==> src/rtl/dino_motion_controller.sv <==
// Frame-synchronous motion sequencer for the player dino sprite.
// Synchronises the up/down buttons, runs the GROUND/RISE/FALL/DUCK machine and
// updates the sprite position once per frame on the rising edge of screenEnd.
// Optional feature macro: DINO_FAST_FALL_EN (down while airborne forces a fast fall).
module dino_motion_controller #(
    parameter int unsigned GROUND_Y = 275,
    parameter int unsigned DINO_X   = 100,
    parameter int unsigned JUMP_VEL = 14,
    parameter int unsigned GRAVITY  = 1,
    parameter int unsigned MAX_FALL = 16
) (
    input  logic        clk,
    input  logic        reset,
    input  logic        screenEnd,
    input  logic        up,
    input  logic        down,
    output logic [31:0] dino_x,
    output logic [31:0] dino_y,
    output logic        ducking,
    output logic        airborne,
    output logic [1:0]  state
);

    localparam logic [1:0] StGround = 2'd0;
    localparam logic [1:0] StRise   = 2'd1;
    localparam logic [1:0] StFall   = 2'd2;
    localparam logic [1:0] StDuck   = 2'd3;

    localparam logic [9:0] GroundY = 10'(GROUND_Y);
    localparam logic [4:0] JumpVel = 5'(JUMP_VEL);
    localparam logic [4:0] Gravity = 5'(GRAVITY);
    localparam logic [4:0] MaxFall = 5'(MAX_FALL);

    logic       up_meta, up_sync, up_prev;
    logic       down_meta, down_sync;
    logic       screen_prev;
    logic       jump_pending_q, jump_pending_d;
    logic [1:0] state_q, state_d;
    logic [9:0] y_q, y_d;
    logic [4:0] vel_q, vel_d;
    logic       ducking_q, airborne_q;

    logic       tick;
    logic       up_edge;
    logic [5:0] vel_inc;
    logic [4:0] fall_vel;
    logic [10:0] fall_sum;

    // Subtraction on the 10-bit row coordinate never wraps below row 0.
    function automatic logic [9:0] sat_sub(input logic [9:0] a, input logic [4:0] b);
        if (a < {5'd0, b}) begin
            return 10'd0;
        end
        return a - {5'd0, b};
    endfunction

    assign tick    = screenEnd & ~screen_prev;
    assign up_edge = up_sync & ~up_prev;

    // An up edge landing on the tick cycle survives into the next frame.
    always_comb begin
        jump_pending_d = tick ? up_edge : (jump_pending_q | up_edge);
    end

    // Fall velocity for this tick, capped at the terminal speed.
    always_comb begin
        vel_inc = {1'b0, vel_q} + {1'b0, Gravity};
`ifdef DINO_FAST_FALL_EN
        if (down_sync) begin
            fall_vel = MaxFall;
        end else
`endif
        if (vel_inc > {1'b0, MaxFall}) begin
            fall_vel = MaxFall;
        end else begin
            fall_vel = vel_inc[4:0];
        end
        fall_sum = {1'b0, y_q} + {6'd0, fall_vel};
    end

    // Per-frame motion state machine; nothing moves between ticks.
    always_comb begin
        state_d = state_q;
        y_d     = y_q;
        vel_d   = vel_q;
        if (tick) begin
            unique case (state_q)
                StGround: begin
                    if (jump_pending_q) begin
                        state_d = StRise;
                        y_d     = sat_sub(GroundY, JumpVel);
                        vel_d   = JumpVel - Gravity;
                    end else if (down_sync) begin
                        state_d = StDuck;
                    end
                end
                StRise: begin
`ifdef DINO_FAST_FALL_EN
                    if (down_sync) begin
                        state_d = StFall;
                        vel_d   = MaxFall;
                    end else
`endif
                    begin
                        y_d = sat_sub(y_q, vel_q);
                        if (vel_q <= Gravity) begin
                            state_d = StFall;
                            vel_d   = 5'd0;
                        end else begin
                            vel_d = vel_q - Gravity;
                        end
                    end
                end
                StFall: begin
                    // Clamp the landing so the sprite never sinks below the ground row.
                    if (fall_sum >= {1'b0, GroundY}) begin
                        state_d = StGround;
                        y_d     = GroundY;
                        vel_d   = 5'd0;
                    end else begin
                        y_d   = fall_sum[9:0];
                        vel_d = fall_vel;
                    end
                end
                StDuck: begin
                    y_d = GroundY;
                    if (!down_sync) begin
                        state_d = StGround;
                    end
                end
            endcase
        end
    end

    // Button synchronisers, edge history and the registered motion state.
    always_ff @(posedge clk or negedge reset) begin
        if (!reset) begin
            up_meta        <= 1'b0;
            up_sync        <= 1'b0;
            up_prev        <= 1'b0;
            down_meta      <= 1'b0;
            down_sync      <= 1'b0;
            screen_prev    <= 1'b0;
            jump_pending_q <= 1'b0;
            state_q        <= StGround;
            y_q            <= GroundY;
            vel_q          <= 5'd0;
            ducking_q      <= 1'b0;
            airborne_q     <= 1'b0;
        end else begin
            up_meta        <= up;
            up_sync        <= up_meta;
            up_prev        <= up_sync;
            down_meta      <= down;
            down_sync      <= down_meta;
            screen_prev    <= screenEnd;
            jump_pending_q <= jump_pending_d;
            state_q        <= state_d;
            y_q            <= y_d;
            vel_q          <= vel_d;
            ducking_q      <= (state_d == StDuck);
            airborne_q     <= (state_d == StRise) || (state_d == StFall);
        end
    end

    assign dino_x   = 32'(DINO_X);
    assign dino_y   = {22'd0, y_q};
    assign state    = state_q;
    assign ducking  = ducking_q;
    assign airborne = airborne_q;

endmodule

==> config.mk <==
export PLATFORM = sky130hd
export DESIGN_NAME = dino_motion_controller
export DESIGN_NICKNAME = d
export VERILOG_FILES = /design/src/rtl/dino_motion_controller.sv
export SDC_FILE = /design/constraint.sdc
export NUM_CORES = 1
export LEC_CHECK = 0
export ABC_AREA = 1
export BUFFER_PORTS_ARGS = -buffer_cell sky130_fd_sc_hd__buf_4
export CAP_MARGIN = 10
export CORE_MARGIN = 3
export CORE_UTILIZATION = 48
export CTS_CLUSTER_SIZE = 8
export DETAILED_ROUTE_END_ITERATION = 16
export MAX_ROUTING_LAYER = met4
export PLACE_DENSITY = 0.74
export SYNTH_ARGS = -nofsm -noshare
export SYNTH_HDL_FRONTEND = slang
export SYNTH_SLANG_ARGS = --single-unit
==> constraint.sdc <==
create_clock -name clk -period 2.99 [get_ports clk]
set_input_delay 0.1495 -clock clk [delete_from_list [all_inputs] [get_ports clk]]
set_output_delay 0.1495 -clock clk [all_outputs]
set_load 0.005 [all_outputs]
==> Yosys cells after proc, flatten, opt, wreduce, memory -nomap -nowiden <==
Cells that the tools add are included.
{ "word_totals": {"word_cells": 58, "regBits": 26} }
{ "classes": {"n_mux": 21, "addsub": 4, "eq_ne": 7, "n_reduce_logical": 5, "magnitude_cmp": 4, "bitwise_logic": 5} }
{ "ops": {"columns": ["op", "count"], "rows": [
  ["$mux W10", 4],
  ["$pmux W10 S4", 1],
  ["$mux W5", 4],
  ["$pmux W5 S3", 1],
  ["$mux W2", 6],
  ["$add A10 B5 Y11", 1],
  ["$ge A11 B9 Y1 const B", 1],
  ["$lt A10 B5 Y1", 1],
  ["$sub A10 B5 Y10", 1],
  ["$eq A2 B2 Y1 const B", 4],
  ["$pmux W2 S4", 1],
  ["$add A5 B1 Y6 const B", 1],
  ["$gt A6 B5 Y1 const B", 1],
  ["$le A5 B1 Y1 const B", 1],
  ["$sub A5 B1 Y5 const B", 1],
  ["$eq A2 B1 Y1 const B", 2],
  ["$mux W1", 4],
  ["$reduce_and A3 Y1", 1],
  ["$reduce_bool A3 Y1", 1],
  ["$and A1 B1 Y1", 2],
  ["$logic_not A2 Y1", 1],
  ["$ne A2 B2 Y1 const B", 1],
  ["$not A1 Y1", 2],
  ["$reduce_and A2 Y1", 1],
  ["2 further kinds", 2]
]} }

==> Depth between registers and ports, before layout <==
Gate-level depths: netlist of the first run.
{ "depth": {"depth_word": 10, "ltp_mapped": 23, "ltp_nobuf": 22} }

==> Worst setup path after synthesis of the first run <==
OpenSTA, ideal clock, no wires.
{ "synth_timing": {"path_kind": "register to register", "from": "reg vel_q[0]", "to": "reg airborne_q, in the netlist airborne", "n_path_buf": 0, "setup_slack_ns": -0.140, "arrival_time_ns": 3.004, "t_required_ns": 2.864, "stages_incl_launch_ff": 20, "synth_period_minus_slack_ns": 3.130, "setup_time_ns": 0.126, "cell_sequence": "dfrtp_1 > ha_1 > nand3_1 > xor2_1 > nand2_1 > nand2_1 > nor2_1 > ha_1 > fa_1 > nand2_1 > nand3_2 > inv_1 > nor2_1 > nor2_1 > o21ai_4 > nand2_4 > nor2_8 > o21ai_1 > nand2_1 > ha_1"} }
{ "synth_via": {"elab_chain_cells": 10, "elab_cells_between_ends": 13, "classes_between": "2 x add/sub; 3 x order compare; 2 x eq/ne; 5 x mux; 1 x reduce/logical"} }
{ "synth_rtl": {"columns": ["item", "line_no", "text"], "rows": [
  ["start: declaration", "40", "logic [4:0] vel_q, vel_d;"],
  ["start signal: assignment", "160", "vel_q <= vel_d;"],
  ["$add A5 B1 Y6", "67", "vel_inc = {1'b0, vel_q} + {1'b0, Gravity};"],
  ["$gt A6 B5 Y1", "73", "if (vel_inc > {1'b0, MaxFall}) begin"],
  ["$mux W5", "73", null],
  ["$add A10 B5 Y11", "78", "fall_sum = {1'b0, y_q} + {6'd0, fall_vel};"],
  ["$ge A11 B9 Y1", "116", "if (fall_sum >= {1'b0, GroundY}) begin"],
  ["$mux W2", "116", null],
  ["$pmux W2 S4 *", "87", "unique case (state_q)"],
  ["$mux W2 *", "86", "if (tick) begin"],
  ["named net state_d[0]", "38", "logic [1:0] state_q, state_d;"],
  ["$eq A2 B1 Y1 / $eq A2 B2 Y1 (equally long branches)", "162", "airborne_q <= (state_d == StRise) || (state_d == StFall);"],
  ["$logic_or A1 B1 Y1 *", "162", null],
  ["end signal: assignment", "162", null],
  ["end: declaration", "41", "logic ducking_q, airborne_q;"]
]} }
The timed path passes the listed nets; every way through them passes the cells marked *.
A chain may end at the register's enable or synchronous reset.

==> Worst setup path in the final report of the first run <==
Ends and elaborated chain as after synthesis.

==> metrics.txt, run 1 <==
switching share of power=roughly half; H-tree Lvls=1; critical path startpoint category=flop; TritonRoute pass-1 iters=4; distinct cell type count after synthesis=35; Root Buffer=clkbuf_8; Setup crit end kind=flop; ANT nets after route=0; I/O pins=73; HPWL Detailed=about 4700 um; worst-margin pin slew=between 0.5 and 0.6 ns; Min Hold Slack=0.298 ns; min cycle time layout=around 3.0 ns; Final TNS setup=-0.0561 ns; clk sinks=26; wire per inst=roughly 12 um; R2R cell count=20; die width=~80 um; Netlist Area Pre-Place=2620 sq um; Achievable Freq=about 330 MHz; most frequent cells in the layout=nand2_1, conb_1, buf_4; CP Class=reg2reg; # port buffers=18; R2R Path End=airborne$_DFF_PN0_; vias in the first global route=approximately 2,200; Pleak=roughly 1.7 nW; first-pass GRT wire length=9760 um; CP Cell Sequence=ha_4 -> nand3_2 -> xor2_2 -> nand2_2 -> nand2_4 -> nor2_4 -> ha_4 -> fa_2 -> nor2_1 -> nor2_2 -> nor2_1 -> nand3_1 -> nand2_2 -> nand2_2 -> o21ai_4 -> nand2_4 -> nor2_8 -> o21ai_2 -> nand2_2 -> ha_4; worst clock skew=about 0.011 ns; Max VDD drop=approximately 700 uV; FF+latch count, synth=26; clock latency on the worst-skew pair=0.28 ns; Comb pwr share=between 70 and 80%; Worst EP arrival=between 3 and 4 ns; antenna violations before repair=0; Fin. Hold Viols=0; critical path's largest stage delay=~0.45 ns; Area Overhead vs Synth=23.5%; pin count of the biggest net entering global routing=27; Initial Utilization=50.3%; unrepaired setup endpoints after global routing=yes; Num CTS Buffers=3; die span in y=79.9 um; Critical R2R Launch=vel_q[0]$_DFFE_PN0P_; Final Setup Violations=1; ant diodes=0; crit share post-route=102%; PD cells=roughly 1300 nW/um^2; row count=26; final RePlAce weighted congestion=roughly 0.93; layout cells sized above 1=about 30%; Core ar.=around 5200 sq um; layout net count=about 450; Gate Count Post-Synth=~370; Max-Cap Viols=0; Initial DRC Count=between 100 and 150; Layout Cells excl Fill=491; DRT Wirelength=approximately 6000 um; Clock Tree Buf Depth=2; DR vias=around 2,400; failing checks=setup timing; total gr overflow=0; Global Route Usage Sum=19.7%; part of the power in registers=15.2%; r2r setup slk=-0.06 ns; Syn Area/Cell=a little over 7 sq um; NetSw=between 2 and 2.5 mW; CTS tree=built; DRC=0; Internal Power=approximately 2.1 mW; Synth Warn #=0; Post-Layout Inst Area=~3200 sq um; clk slew on worst S/H paths=0.10 ns; crit path setup slack, layout=-0.0561 ns; worst min-delay path class=in2async; via/cell ratio=4.79; most common cell after layout, fill and taps aside=nand2_1; Rel. slew slack=slightly above 60%; dpl cells=480; Pins Over Slew Limit=0; status=complete, but fails checks; die area=around 6400 sq um; DP Area=approximately 2900 sq um; worst endpoint required time=~3.2 ns; Clk network pwr share=7.1%; Crit-path slowest cell=dfrtp_2; most frequent CP cell=nand2_2; crit-path max FO=4; sequential area share after synthesis=~25%
-- metal layers --
layer | part of all wire, % | global-route usage, % | up-vias
li1 | - | - | 1157
met4 | 1.7 | 5.91 | 0
met5 | 0 | - | -
met3 | 4.8 | 2.03 | 10
met1 | 44 | 25.3 | 1098
met2 | 50 | 32.6 | 85
-- power by group through the flow --
stage	sequential [mW]	combinational, mW	clock, mW
after floorplan	0.611	1.88	0
after global placement	0.641	2.73	0
after detailed placement	0.643	2.77	0
after CTS	0.640	2.92	0.304
after global routing	0.669	3.64	0.322
final	0.646	3.29	0.299
-- flip-flops by register name, indices dropped and copies added (netlist names), named ones only --
register / cells
vel_q: 5
airborne: 1
down_sync: 1
up_sync: 1
up_meta: 1
jump_pending_q: 1
state: 1
up_prev: 1
screen_prev: 1
down_meta: 1
ducking: 1
y_q: 10
-- worst max-delay path by stage --
| stage | cells past startpoint | slack [ns] | start | to |
|---|---|---|---|---|
| 2_1_floorplan | 20 | -0.07 | vel_q[0]$_DFFE_PN0P_ | airborne$_DFF_PN0_ |
| 3_5_place_dp | 19 | -0.13 | vel_q[1]$_DFFE_PN0P_ | airborne$_DFF_PN0_ |
| 5_1_grt | 20 | -0.24 | vel_q[0]$_DFFE_PN0P_ | airborne$_DFF_PN0_ |
| 4_1_cts | 20 | -0.06 | vel_q[0]$_DFFE_PN0P_ | airborne$_DFF_PN0_ |
| 6_report | 20 | -0.06 | vel_q[0]$_DFFE_PN0P_ | airborne$_DFF_PN0_ |
| 3_3_place_gp | 20 | -0.04 | vel_q[0]$_DFFE_PN0P_ | airborne$_DFF_PN0_ |
-- metrics by stage --
stage	util, %	setup WS [ns]	total power [mW]
after floorplan	-	-0.0730	2.49
after global placement	55.9	-0.0419	3.37
after detailed placement	55.9	-0.131	3.42
after CTS	59.0	-0.0565	3.86
after global routing	62.2	-0.238	4.64
final	62.2	-0.0561	4.24
-- cells in the mapped netlist, drive strengths merged --
cell     n  share of area, %
nor4     2              0.48
inv     48               6.9
o22ai    7               1.7
xor2     8               2.7
buf     55                16
fa       2               1.5
dfstp    4               4.0
xnor2    4               1.3
clkbuf   2              0.29
conb     2              0.29
nand4    2              0.48
a31oi    1              0.24
nand2   94                15
nor2    28               4.9
nand3   29               5.7
clkinv   2              0.29
o21ai   13               3.1
a211oi   1              0.29
ha      20               9.6
nor3     1              0.19
nand3b   2              0.57
a21oi   15               3.7
dfrtp   22                21
or2      1              0.24
o21bai   1              0.29
-- logic make-up after synthesis --
logic type               Yosys count  share of synthesized area, %
AO/OA/AOI/OAI                     38                          9.26
XOR/XNOR                          12                          4.01
adder cells (fa/ha/maj)           22                          11.1
buffers and inverters            107                          23.2
flip-flops                        26                          25.0
other                              2                         0.287
AND/OR/NAND/NOR                  159                          27.1
-- critical path: cells and delay by family (launching register included) --
| kind | cells | cell delay, ns |
|---|---|---|
| AND/OR/NAND/NOR | 13 | 1.15 |
| flip-flops | 1 | 0.45 |
| AO/OA/AOI/OAI | 2 | 0.26 |
| XOR/XNOR | 1 | 0.18 |
| adder cells (fa/ha/maj) | 4 | 0.89 |
-- area by class of cell --
type | count | area [sq um]
repair buffers | 56 | 445
fillers | 466 | 1970
clock buffers | 3 | 41.3
multi-input cells | 285 | 1790
flip-flops and latches | 26 | 657
well taps | 70 | 87.6
inverters | 50 | 188
clock inverters | 1 | 30.0
-- what timing repair did --
action	CTS	global route
setup endpoints to repair	16	18
hold buffers	4	0
gates resized for setup	6	33
endpoints found under the hold margin	25	0
setup buffers	4	0
pin swaps	14	6
(Power assumes the default switching activity.)
==> run 2, diff against run 1 <==
--- a/config.mk
+++ b/config.mk
@@ -8,12 +8,14 @@
 export ABC_AREA = 1
 export BUFFER_PORTS_ARGS = -buffer_cell sky130_fd_sc_hd__buf_4
 export CAP_MARGIN = 10
+export CELL_PAD_IN_SITES_DETAIL_PLACEMENT = 2
+export CELL_PAD_IN_SITES_GLOBAL_PLACEMENT = 2
 export CORE_MARGIN = 3
-export CORE_UTILIZATION = 48
+export CORE_UTILIZATION = 27
+export CTS_BUF_LIST = sky130_fd_sc_hd__clkbuf_8
 export CTS_CLUSTER_SIZE = 8
 export DETAILED_ROUTE_END_ITERATION = 16
-export MAX_ROUTING_LAYER = met4
-export PLACE_DENSITY = 0.74
+export PLACE_DENSITY = 0.76
 export SYNTH_ARGS = -nofsm -noshare
 export SYNTH_HDL_FRONTEND = slang
 export SYNTH_SLANG_ARGS = --single-unit
==> metrics.txt, run 2 (synthesis gave the netlist of run 1 again) <==
status=complete, but fails checks; failing checks=setup timing; Comb pwr share=78.9% (+1.2 points); most frequent CP cell=nand2_2; TritonRoute pass-1 iters=4 (unchanged); critical path startpoint category=flop; R2R cell count=20 (unchanged); pre-CTS WS=-0.400 ns (-0.269 ns); min cycle time layout=3.29 ns (+0.243 ns); FILL cells=1,098 (+140%); worst path bufs/invs=2 (+2); Setup crit end kind=flop; row count=35 (+35%); worst endpoint required time=3.18 ns (+0.02 ns); Min Hold Slack=0.298 ns (-0.000299 ns); Root Buffer=clkbuf_8; Max VDD drop=384 uV (-45%); first-pass GRT wire length=14,600 um (+50%); Post-Layout Inst Area=3330 sq um (+3.0%); CTS tree=built; final RePlAce weighted congestion=0.833 (-11%); Initial DRC Count=71 (-30%); total gr overflow=0 (unchanged); H-tree Lvls=1 (unchanged); Regs by FF count=y_q x10, vel_q x5; switching share of power=52.8% (+3.3 points); Critical R2R Launch=vel_q[0]$_DFFE_PN0P_; most frequent cells in the layout=nand2_1, buf_4, conb_1; Pins Over Slew Limit=0 (unchanged); Final TNS setup=-3.39 ns (-3.33 ns); Worst EP arrival=3.48 ns (+0.26 ns); Achievable Freq=304 MHz (-7.4%); Clock Tree Buf Depth=2 (unchanged); pin count of the biggest net entering global routing=27 (unchanged); ant diodes=0 (unchanged); layout cells sized above 1=31.8% (+1.4 points); clk slew on worst S/H paths=0.11 ns (about the same); I/O pins=73 (unchanged); delay-heaviest family, CP=simple AND/OR/NAND/NOR gates; DRC=0 (unchanged); clk sinks=26 (unchanged); NetSw=2.45 mW (+17%); die span in y=105 um (+31%); Num CTS Buffers=3 (unchanged); unrepaired setup endpoints after global routing=yes; crit path setup slack, layout=-0.299 ns (-0.243 ns); Most flops, register=y_q; # port buffers=18 (unchanged); crit-path max FO=4 (unchanged); Initial Utilization=28.1% (-22 points); Internal Power=2.19 mW (+2.2%); die area=10,900 sq um (+71%); vias in the first global route=2,853 (+32%); Global Route Usage Sum=16.7% (-2.9 points); worst clock skew=0.00668 ns (-0.00458 ns); worst min-delay path class=in2async; die width=105 um (+31%); Final Setup Violations=18 (+17); Max-Cap Viols=0 (unchanged); worst-margin pin slew=0.534 ns (-0.0322 ns); CP Class=reg2reg; wire per inst=16.6 um (+34%); Area Overhead vs Synth=27.2%; layout net count=459 (+2.2%); r2r setup slk=-0.30 ns (-0.24 ns); critical path's largest stage delay=0.49 ns (+0.04 ns); Total Power=4.63 mW (+9.4%); Pleak=1.75 nW (+2.2%); PD cells=1390 nW/um^2 (+6.2%); most common cell after layout, fill and taps aside=nand2_1; Clk network pwr share=6.8% (-0.3 points); R2R Path End=airborne$_DFF_PN0_; DR vias=2,471 (+5.1%); Crit-path slowest cell=fa_2; ANT nets after route=0 (unchanged); part of the power in registers=14.2% (-1.0 points); Core ar.=9330 sq um (+79%); clock latency on the worst-skew pair=0.29 ns (about the same); DP Area=3010 sq um (+3.6%); CP Cell Sequence=ha_4 -> xnor2_2 -> nand3_1 -> nand2_2 -> nand2_4 -> buf_4 -> nor2_4 -> fa_2 -> nand2_2 -> inv_2 -> nor2_4 -> nand3_2 -> nand2_2 -> nand2_2 -> o21ai_4 -> nand2_4 -> nor2_8 -> o21ai_4 -> nand2_2 -> ha_4; Rel. slew slack=64.4% (+2.1 points); Fin. Hold Viols=0 (unchanged); via/cell ratio=4.41 (-7.8%); antenna violations before repair=0 (unchanged); crit share post-route=110% (+8.1 points); max reg flops=10 (unchanged); DRT Wirelength=9320 um (+53%); HPWL Detailed=6850 um (+47%)
## run 2: final cells by class
type                       instances  area, sq um  share of cell area, %
inverter                          50          188                   5.63
timing repair buffer              66          509                   15.3
clock buffer                       3         41.3                   1.24
sequential                        26          658                   19.8
multi-input combinational        285         1740                   52.3
tap                              129          161                   4.84
clock inverter                     1         30.0                  0.901
## run 2: worst max path at each step
| stage | from | endpoint | slack, ns | cells after the start |
|---|---|---|---|---|
| finish | vel_q[0]$_DFFE_PN0P_ | airborne$_DFF_PN0_ | -0.30 | 20 |
| global route | vel_q[0]$_DFFE_PN0P_ | airborne$_DFF_PN0_ | -0.43 | 20 |
| floorplan | vel_q[0]$_DFFE_PN0P_ | airborne$_DFF_PN0_ | -0.07 | 20 |
| CTS | vel_q[0]$_DFFE_PN0P_ | airborne$_DFF_PN0_ | -0.18 | 20 |
| global placement | vel_q[1]$_DFFE_PN0P_ | airborne$_DFF_PN0_ | -0.19 | 19 |
| detailed placement | vel_q[1]$_DFFE_PN0P_ | airborne$_DFF_PN0_ | -0.40 | 19 |
## run 2: worst register-to-register path, cell delays in order, from the launching register on
cell and delay [ns]:
dfrtp_2 0.46, ha_4 0.19, xnor2_2 0.17, nand3_1 0.14, nand2_2 0.11, nand2_4 0.07
buf_4 0.15, nor2_4 0.13, fa_2 0.49, nand2_2 0.10, inv_2 0.04, nor2_4 0.07
nand3_2 0.10, nand2_2 0.08, nand2_2 0.06, o21ai_4 0.21, nand2_4 0.10, nor2_8 0.14
o21ai_4 0.06, nand2_2 0.12, ha_4 0.20
## run 2: what timing repair did
item / in CTS / in global routing
setup buffers: 8 / 2
setup endpoints to repair: 18 / 18
hold buffers: 4 / 0
endpoints found under the hold margin: 25 / 0
resized for setup: 18 / 17
pin swaps: 21 / 16
## run 2: layer usage
layer	track usage [%]	vias to the layer above	routed length, um
met5	0	-	0
met1	19.8	1238	3920
met2	31.2	56	4890
li1	-	1167	-
met3	2.42	10	357
met4	4.27	0	157
## run 2: power by group through the flow
| stage | Sequential, mW | Combinational [mW] | Clock [mW] |
|---|---|---|---|
| 2_1_floorplan | 0.611 | 1.88 | 0 |
| 3_3_place_gp | 0.654 | 2.93 | 0 |
| 3_5_place_dp | 0.665 | 3.09 | 0 |
| 4_1_cts | 0.658 | 3.38 | 0.324 |
| 5_1_grt | 0.682 | 3.99 | 0.332 |
| 6_report | 0.659 | 3.66 | 0.317 |
## run 2: stage by stage
stage / utilization [%] / std cells
floorplan: - / 418
global placement: 32.3 / 543
detailed placement: 32.3 / 543
CTS: 34.9 / 559
global route: 35.7 / 560
finish: 35.7 / 560
